[config.mk]
export PLATFORM = sky130hd
export DESIGN_NAME = seq_det_prog
export DESIGN_NICKNAME = d
export VERILOG_FILES = /design/src/rtl/seq_det_pkg.sv /design/src/rtl/sat_counter.sv /design/src/rtl/seq_det_prog.sv
export SDC_FILE = /design/constraint.sdc
export NUM_CORES = 1
export LEC_CHECK = 0
export BUFFER_PORTS_ARGS = -buffer_cell sky130_fd_sc_hd__buf_2
export CORE_MARGIN = 5
export CORE_UTILIZATION = 40
export CTS_CLUSTER_SIZE = 20
export DETAILED_ROUTE_END_ITERATION = 16
export GPL_TIMING_DRIVEN = 0
export SYNTH_ARGS = -nofsm -noshare
export SYNTH_HDL_FRONTEND = slang
export SYNTH_SLANG_ARGS = --single-unit
[constraint.sdc]
create_clock -name clk -period 4.3 [get_ports clk]
set_clock_uncertainty 0.05 [all_clocks]
set_input_delay 0.645 -clock clk [delete_from_list [all_inputs] [get_ports clk]]
set_output_delay 0.645 -clock clk [all_outputs]
set_load 0.01 [all_outputs]
[src/rtl/seq_det_pkg.sv]
// Shared types and constants for the programmable serial sequence detector.
package seq_det_pkg;

  typedef enum logic [1:0] {
    IDLE   = 2'd0,
    FILL   = 2'd1,
    DETECT = 2'd2
  } det_state_e;

  localparam int PAT_W_MAX = 32;

  // Fill counter must be able to hold the value PAT_W itself.
  localparam int FILL_W_MAX = $clog2(PAT_W_MAX + 1);

  localparam logic [31:0] DEFAULT_PAT = 32'b101;

  function automatic int fill_w(input int pat_w);
    return $clog2(pat_w + 1);
  endfunction

endpackage

[src/rtl/sat_counter.sv]
// Saturating event counter with a sticky all-ones flag; clear has priority over increment.
module sat_counter #(
  parameter int CNT_W = 8
) (
  input  logic             clk,
  input  logic             rst,
  input  logic             inc,
  input  logic             clr,
  output logic [CNT_W-1:0] count,
  output logic             sat
);

  logic [CNT_W-1:0] count_q, count_d;
  logic             sat_q, sat_d;

  function automatic logic [CNT_W-1:0] sat_inc(input logic [CNT_W-1:0] v);
    return (&v) ? v : v + CNT_W'(1);
  endfunction

  always_comb begin
    count_d = count_q;
    sat_d   = sat_q;
    if (clr) begin
      count_d = '0;
      sat_d   = 1'b0;
    end else if (inc) begin
      count_d = sat_inc(count_q);
      sat_d   = sat_q | (&count_d);
    end
  end

  always_ff @(posedge clk or posedge rst) begin
    if (rst) begin
      count_q <= '0;
      sat_q   <= 1'b0;
    end else begin
      count_q <= count_d;
      sat_q   <= sat_d;
    end
  end

  assign count = count_q;
  assign sat   = sat_q;

endmodule

[src/rtl/seq_det_prog.sv]
// Run-time programmable serial pattern detector with overlap control and saturating hit counter.
// Optional don't-care mask compare is enabled by defining SEQ_DET_MASK_EN.
module seq_det_prog
  import seq_det_pkg::*;
#(
  parameter int               PAT_W   = 3,
  parameter int               CNT_W   = 8,
  parameter logic [PAT_W-1:0] RST_PAT = PAT_W'(DEFAULT_PAT)
) (
  input  logic             clk,
  input  logic             rst,
  input  logic             en,
  input  logic             in_valid,
  input  logic             in_bit,
  input  logic             cfg_we,
  input  logic [PAT_W-1:0] cfg_pattern,
  input  logic             cfg_overlap,
`ifdef SEQ_DET_MASK_EN
  input  logic [PAT_W-1:0] cfg_mask,
`endif
  input  logic             cnt_clr,
  output logic             match,
  output logic [CNT_W-1:0] match_cnt,
  output logic             cnt_sat
);

  localparam int               FILL_W = fill_w(PAT_W);
  localparam logic [FILL_W-1:0] FULL  = FILL_W'(PAT_W);

  logic [PAT_W-1:0]  window_q, window_d;
  logic [FILL_W-1:0] fill_q, fill_d;
  logic [PAT_W-1:0]  pattern_q, pattern_d;
  logic              overlap_q, overlap_d;
  det_state_e        state_q, state_d;
  logic              match_q, match_d;
  logic [PAT_W-1:0]  cmp_mask;

  logic              accept;
  logic              hit;
  logic [PAT_W-1:0]  window_shift;
  logic [FILL_W-1:0] fill_inc;

`ifdef SEQ_DET_MASK_EN
  logic [PAT_W-1:0]  mask_q, mask_d;
  assign cmp_mask = mask_q;
`else
  assign cmp_mask = '1;
`endif

  // A hit is judged on the window as it will look after this bit is shifted in.
  always_comb begin
    accept       = en & in_valid & ~cfg_we;
    window_shift = {window_q[PAT_W-2:0], in_bit};
    fill_inc     = (fill_q == FULL) ? FULL : fill_q + FILL_W'(1);
    hit          = accept && (fill_inc == FULL) &&
                   (((window_shift ^ pattern_q) & cmp_mask) == '0);
  end

  always_comb begin
    window_d  = window_q;
    fill_d    = fill_q;
    pattern_d = pattern_q;
    overlap_d = overlap_q;
    state_d   = state_q;
    match_d   = hit;
`ifdef SEQ_DET_MASK_EN
    mask_d    = mask_q;
`endif
    if (cfg_we) begin
      pattern_d = cfg_pattern;
      overlap_d = cfg_overlap;
`ifdef SEQ_DET_MASK_EN
      mask_d    = cfg_mask;
`endif
      window_d  = '0;
      fill_d    = '0;
      state_d   = en ? FILL : IDLE;
    end else if (!en) begin
      state_d = IDLE;
    end else begin
      if (accept) begin
        window_d = window_shift;
        fill_d   = (hit && !overlap_q) ? '0 : fill_inc;
      end
      // Re-enable resumes from the retained fill level.
      case (state_q)
        IDLE:    state_d = (fill_d == FULL) ? DETECT : FILL;
        FILL:    if (fill_d == FULL) state_d = DETECT;
        DETECT:  if (fill_d != FULL) state_d = FILL;
        default: state_d = IDLE;
      endcase
    end
  end

  always_ff @(posedge clk or posedge rst) begin
    if (rst) begin
      window_q  <= '0;
      fill_q    <= '0;
      pattern_q <= RST_PAT;
      overlap_q <= 1'b1;
      state_q   <= IDLE;
      match_q   <= 1'b0;
`ifdef SEQ_DET_MASK_EN
      mask_q    <= '1;
`endif
    end else begin
      window_q  <= window_d;
      fill_q    <= fill_d;
      pattern_q <= pattern_d;
      overlap_q <= overlap_d;
      state_q   <= state_d;
      match_q   <= match_d;
`ifdef SEQ_DET_MASK_EN
      mask_q    <= mask_d;
`endif
    end
  end

  assign match = match_q;

  sat_counter #(
    .CNT_W (CNT_W)
  ) u_cnt (
    .clk   (clk),
    .rst   (rst),
    .inc   (hit),
    .clr   (cnt_clr),
    .count (match_cnt),
    .sat   (cnt_sat)
  );

endmodule
==> out/results.txt, run 1 <==
Antenna violations before repair: 0
First-pass GRT wire length: 4.14 mm
Hold_buf cts: 0
FFs w/ async S/R, synth: 100%
Synth Flop Type: dfrtp_1
Crit-path max cell delay: 0.47 ns
CTS H-tree depth: 1
Critical Path Source Type: flip-flop
Global route overflow: 0
CP Class: flip-flop to flip-flop
Final setup viols: 0
IO Pins: 21
F_max: 475 MHz
Synthesized instance count: 107
Worst Path Arrival: 2.28 ns
CTS resizes: 0
Slowest stage cell, crit path: dfrtp_1
Largest net degree at the start of global routing: 19
Sw frac: 23.0%
Port buffer count: 18
Slew HR: 54.2%
Reg clk slew, reported paths: 0.11 ns
Syn Area/Cell: 9.66 sq um
Layout cells sized above 1: 29.5%
Cts bufs inserted: 3
Wirelength, routed: 2.39 mm
Number of flops mapped to enable cells by yosys: 0
Part of the cycle the worst path needs: 49.0%
Commonest non-fill, non-tap cell in the layout: buf_2
Logic pwr share: 7.3%
Register area share after synthesis: 43.9%
Clock Sinks: 18
CP required: 4.47 ns
Multi-input gate area: 512 sq um
Setup_tns: 0 ns
Clk pwr share: 34.5%
Final hold viol count: 0
ANT nets after route: 0
Number of synthesis warnings: 0
Total GRT Usage: 14.8%
Post-route insts no fill: 159
Seq. cell area: 454 sq um
Hold Crit Class: primary input to async pin
Initial core utilization: 41.7%
Fin crit period: 2.11 ns
Die H: 60.8 um
Post-CTS setup repair buffer count: 0
Cell Chain, Critical Path: ha_1, buf_6, and4_4, and4_4, buf_6, or4_1, a21oi_1
Net Sw Power: 0.0000715 W
Syn_nets: 119
Root buf cell: clkbuf_4
Most frequent cells in the layout: 21 x buf_2, 15 x dfrtp_1, 11 x a21oi_1
Layout net count: 142
Outcome: completed
# DRC: 0
Crit end category: flip-flop
Cell total after placement: 155
Post-detail-place hpwl: 1.69 mm
RSZ-0062 raised after global routing: no
GPL Wtd Cong: 0.813
Die Area: 3700 sq um
Pre-antenna DRT Iters: 4
Site Rows: 18
Post-Syn Area: 1030 sq um
Max Cap Viol: 0
Routed len/inst: 15.0 um
Vias per Instance: 5.84
Detailed-route via count: 929
Static leakage: 0.513 nW
Max IR drop VDD: 0.132 mV
Layout Area Growth over Synthesis: 15.9%
Critical Path Fanout Max: 9
CTS tree: yes
P_int: 0.000239 W
Yosys cell types: 42
# diodes: 0
Width of the die: 60.8 um
PwrDens: 259 nW/um^2
CTS Buffer Depth: 2
Vias in the first global route: 951
Yosys reg bits: 18
Worst Tran Pin Value: 0.687 ns
Reg power frac: 58.2%
Slew Viols, Final: 0
Skew-Pair Late Insertion Delay: 0.29 ns
Fillers: 248
Core box area: 2480 sq um
Initial DRC Count: 25
## cell usage after synthesis (2+ instances only)
cell,count,area [sq um]
inv_1,2,7.51
o21ai_0,2,10.0
a21boi_0,2,15.0
nand4_1,4,25.0
buf_2,3,15.0
xnor2_1,3,26.3
buf_6,2,22.5
a21oi_1,11,55.1
nor2_1,3,11.3
or4_1,2,15.0
mux2_2,4,45.0
dfstp_2,3,78.8
nand3_1,5,25.0
clkbuf_1,4,15.0
and4_4,2,22.5
and4_1,2,17.5
nand2_1,8,30.0
a31oi_1,3,18.8
o31ai_1,2,15.0
nor3_1,3,15.0
dfrtp_1,15,375
o211ai_1,2,15.0
## per-stage QoR
| step | hold WS (ns) | setup WS (ns) | utilization (%) | instance area, sq um | power, W |
|---|---|---|---|---|---|
| after floorplan | 0.452 | 2.29 | - | 1030 | 0.000198 |
| after global placement | 0.469 | 2.21 | 46.9 | 1160 | 0.000206 |
| after detailed placement | 0.471 | 2.21 | 46.9 | 1160 | 0.000207 |
| after CTS | 0.419 | 2.19 | 48.3 | 1200 | 0.000315 |
| after global routing | 0.439 | 2.10 | 48.3 | 1200 | 0.000324 |
| final | 0.385 | 2.19 | 48.3 | 1200 | 0.000310 |
## power by group through the flow
stage | sequential [W] | combinational [W] | clock [W]
after CTS | 0.000181 | 0.0000234 | 0.000111
after global placement | 0.000183 | 0.0000227 | 0
after detailed placement | 0.000184 | 0.0000234 | 0
after floorplan | 0.000183 | 0.0000151 | 0
after global routing | 0.000182 | 0.0000260 | 0.000117
final | 0.000180 | 0.0000228 | 0.000107
## registers in the layout, indices dropped and copies added, names as in the netlist
register,flops
u_cnt.count,8
pattern_q,3
fill_q,2
window_q,2
match,1
overlap_q,1
u_cnt.sat,1
## cell type report
| cell class | count | area share [%] |
|---|---|---|
| well taps | 30 | 3.13 |
| multi-input cells | 76 | 42.7 |
| clock buffers | 4 | 3.03 |
| plain buffers | 10 | 4.70 |
| flip-flops and latches | 18 | 37.9 |
| inverters | 3 | 0.940 |
| repair buffers | 18 | 7.52 |
## path summary, 6_finish.rpt
| check | cells after the start | to | start | slack, ns |
|---|---|---|---|---|
| max | 7 | u_cnt.count[3] | u_cnt.count[0] | 2.19 |
| min | 2 | u_cnt.count[4] | rst | 0.38 |
| max reg2reg | 7 | u_cnt.count[3] | u_cnt.count[0] | 2.19 |
| min reg2reg | 2 | u_cnt.sat | u_cnt.sat | 0.49 |
| max in group asynchronous | 2 | fill_q[0] | rst | 3.38 |
| min in group clk | 2 | u_cnt.sat | u_cnt.sat | 0.49 |
## per-layer routing
layer	share of wire, %	wire, um	global-route usage [%]
met5	0	0	0
met2	50	1190	26.3
met1	45	1080	17.6
met4	0.92	22	5.88
met3	4.1	99	2.55
## critical path: cells and delay by family, from the launching register on
family	cells	cell delay, ns
flip-flops	1	0.47
AO/OA/AOI/OAI	1	0.16
buffers and inverters	2	0.25
AND/OR/NAND/NOR	3	0.86
adder cells (fa/ha/maj)	1	0.24
## logic make-up after synthesis
kind of cell / Yosys count / synth area share, %
AND/OR/NAND/NOR: 38 / 22.0
AO/OA/AOI/OAI: 29 / 18.4
flip-flops: 18 / 43.9
buffers and inverters: 13 / 6.54
multiplexers: 5 / 5.33
XOR/XNOR: 3 / 2.54
adder cells (fa/ha/maj): 1 / 1.21
(Power assumes the default switching activity.)
==> run 2, diff against run 1 <==
clock period = 1.76 ns   (was 4.3 ns; I/O delays follow)
==> run 2 against run 1 <==
  * Fmax rose by 20%
  * Sequential power grew 140%
  * Die area unchanged
  * Setup slack got worse by 2.2 ns
  * Critical path depth is 2 lower
  * Critical path type unchanged
  * Largest cell class unchanged
  * Largest power group unchanged
==> out/results.txt, run 2 (same netlist as run 1, synthesis figures left out) <==
Reg power frac: 58.1% (was 58.2%)
Site Rows: 18 (unchanged)
Crit end category: flip-flop (unchanged)
Part of the cycle the worst path needs: 99.9% (was 49.0%)
Vias in the first global route: 914 (was 951)
GPL Wtd Cong: 0.801 (was 0.813)
Worst Tran Pin Value: 0.723 ns (was 0.687 ns)
CP required: 1.93 ns (was 4.47 ns)
Max reg flops: 8 (unchanged)
Antenna violations before repair: 0 (unchanged)
Multi-input gate area: 554 sq um (was 512 sq um)
Critical Path Fanout Max: 5 (was 9)
Detailed-route via count: 994 (was 929)
First-pass GRT wire length: 4.13 mm (was 4.14 mm)
CTS H-tree depth: 1 (unchanged)
Post-detail-place hpwl: 1.68 mm (was 1.69 mm)
Vias per Instance: 6.06 (was 5.84)
Root buf cell: clkbuf_4 (unchanged)
Placed Area: 1160 sq um (about the same)
IO Pins: 21 (unchanged)
Most frequent cells in the layout: 19 x buf_2, 14 x dfrtp_1, 9 x a21oi_1, 9 x buf_4, 8 x nand2_1 (was 21 x buf_2, 15 x dfrtp_1, 11 x a21oi_1)
# diodes: 0 (unchanged)
Final setup viols: 0 (unchanged)
Layout net count: 147 (was 142)
Slew HR: 51.7% (was 54.2%)
ANT nets after route: 0 (unchanged)
Max IR drop VDD: 0.403 mV (was 0.132 mV)
Clk pwr share: 34.5% (about the same)
Cts bufs inserted: 3 (unchanged)
Core box area: 2480 sq um (unchanged)
Sw frac: 23.1% (was 23.0%)
Slew Viols, Final: 0 (unchanged)
Hold Crit Class: primary input to async pin (unchanged)
# DRC: 0 (unchanged)
Design area: 1280 sq um (was 1200 sq um)
Seq. cell area: 455 sq um (was 454 sq um)
Logic pwr share: 7.4% (was 7.3%)
Max Cap Viol: 0 (unchanged)
CTS tree: yes (unchanged)
Outcome: completed (unchanged)
Fin crit period: 1.76 ns (was 2.11 ns)
Largest net degree at the start of global routing: 19 (unchanged)
P_int: 0.000584 W (was 0.000239 W)
Net Sw Power: 0.000176 W (was 0.0000715 W)
Commonest non-fill, non-tap cell in the layout: buf_2 (unchanged)
Pre-antenna DRT Iters: 4 (unchanged)
Die Area: 3700 sq um (unchanged)
RSZ-0062 raised after global routing: yes (was no)
Routed len/inst: 15.4 um (was 15.0 um)
Worst Path Arrival: 1.93 ns (was 2.28 ns)
Total GRT Usage: 14.9% (was 14.8%)
Width of the die: 60.8 um (unchanged)
Global route overflow: 0 (unchanged)
Wirelength, routed: 2.52 mm (was 2.39 mm)
Worst Reg-to-Reg Cells: 5 (was 7)
Total Power: 0.000759 W (was 0.000310 W)
PwrDens: 591 nW/um^2 (was 259 nW/um^2)
Initial DRC Count: 55 (was 25)
Critical Path Source Type: flip-flop (unchanged)
Layout Area Growth over Synthesis: 24.3% (was 15.9%)
CP Class: flip-flop to flip-flop (unchanged)
Fillers: 242 (was 248)
F_max: 569 MHz (was 475 MHz)
Skew-Pair Late Insertion Delay: 0.29 ns (about the same)
Die H: 60.8 um (unchanged)
Reg clk slew, reported paths: 0.11 ns (about the same)
Setup_tns: 0 ns (unchanged)
Initial core utilization: 41.7% (unchanged)
Static leakage: 0.545 nW (was 0.513 nW)
Layout cells sized above 1: 39.6% (was 29.5%)
Final hold viol count: 0 (unchanged)
Hold_buf cts: 0 (unchanged)
Port buffer count: 18 (unchanged)
CTS Buffer Depth: 2 (unchanged)
Clock Sinks: 18 (unchanged)
## run 2: changes by cell type in the layout (fill, tap and decap cells not counted), moves of 2 or more
cell      change
buf_2         -2
a21oi_1       -2
buf_4         +9
clkbuf_1      -2
a21oi_2       +2
## run 2: per-stage QoR
stage	utilization (%)	worst slack [ns]	cells	hold slack, ns
6_report	51.9	0.00116	164	0.0206
5_1_grt	51.9	-0.0527	164	0.0736
4_1_cts	50.1	0.0115	162	0.0411
3_5_place_dp	47.0	-0.222	155	0.374
3_3_place_gp	47.0	-0.189	155	0.360
2_1_floorplan	-	-0.114	107	0.150
## run 2: power groups by stage
stage	Clock (W)	Combinational, W	Sequential (W)
floorplan	0	0.0000368	0.000446
global placement	0	0.0000555	0.000448
detailed placement	0	0.0000564	0.000449
CTS	0.000273	0.0000572	0.000441
global route	0.000293	0.0000634	0.000443
finish	0.000262	0.0000565	0.000441
## run 2: worst paths after layout
check,from,slack (ns),to
min in group clk,cfg_overlap,0.15,overlap_q
setup / recovery,u_cnt.count[0],0.001,u_cnt.count[5]
hold / removal,rst,0.02,match
hold reg to reg,u_cnt.sat,0.50,u_cnt.sat
setup reg to reg,u_cnt.count[0],0.001,u_cnt.count[5]
max in group asynchronous,rst,1.14,u_cnt.count[0]
## run 2: repair_timing
item	CTS	global route
pin swaps	3	5
setup endpoints to repair	5	7
gates resized for setup	4	10
setup buffers	4	5
## run 2: critical path: stages, from the launching register on
cell and delay (ns):
dfrtp_2 0.45, ha_4 0.17, and4_4 0.15, and4_4 0.21, or4_1 0.52, a21oi_2 0.15
## run 2: final cells by class
class	instances	area share [%]
plain buffers	6	2.53
clock buffers	4	2.82
inverters	3	0.876
multi-input cells	76	43.1
flip-flops and latches	18	35.4
well taps	30	2.92
repair buffers	27	12.3
## run 2: metal layers
metal | global-route usage [%] | up-vias | wire (um)
li1 | - | 464 | -
met1 | 18.9 | 476 | 1110
met2 | 24.6 | 46 | 1190
met3 | 2.55 | 8 | 154
met4 | 6.81 | 0 | 70
met5 | 0 | - | 0
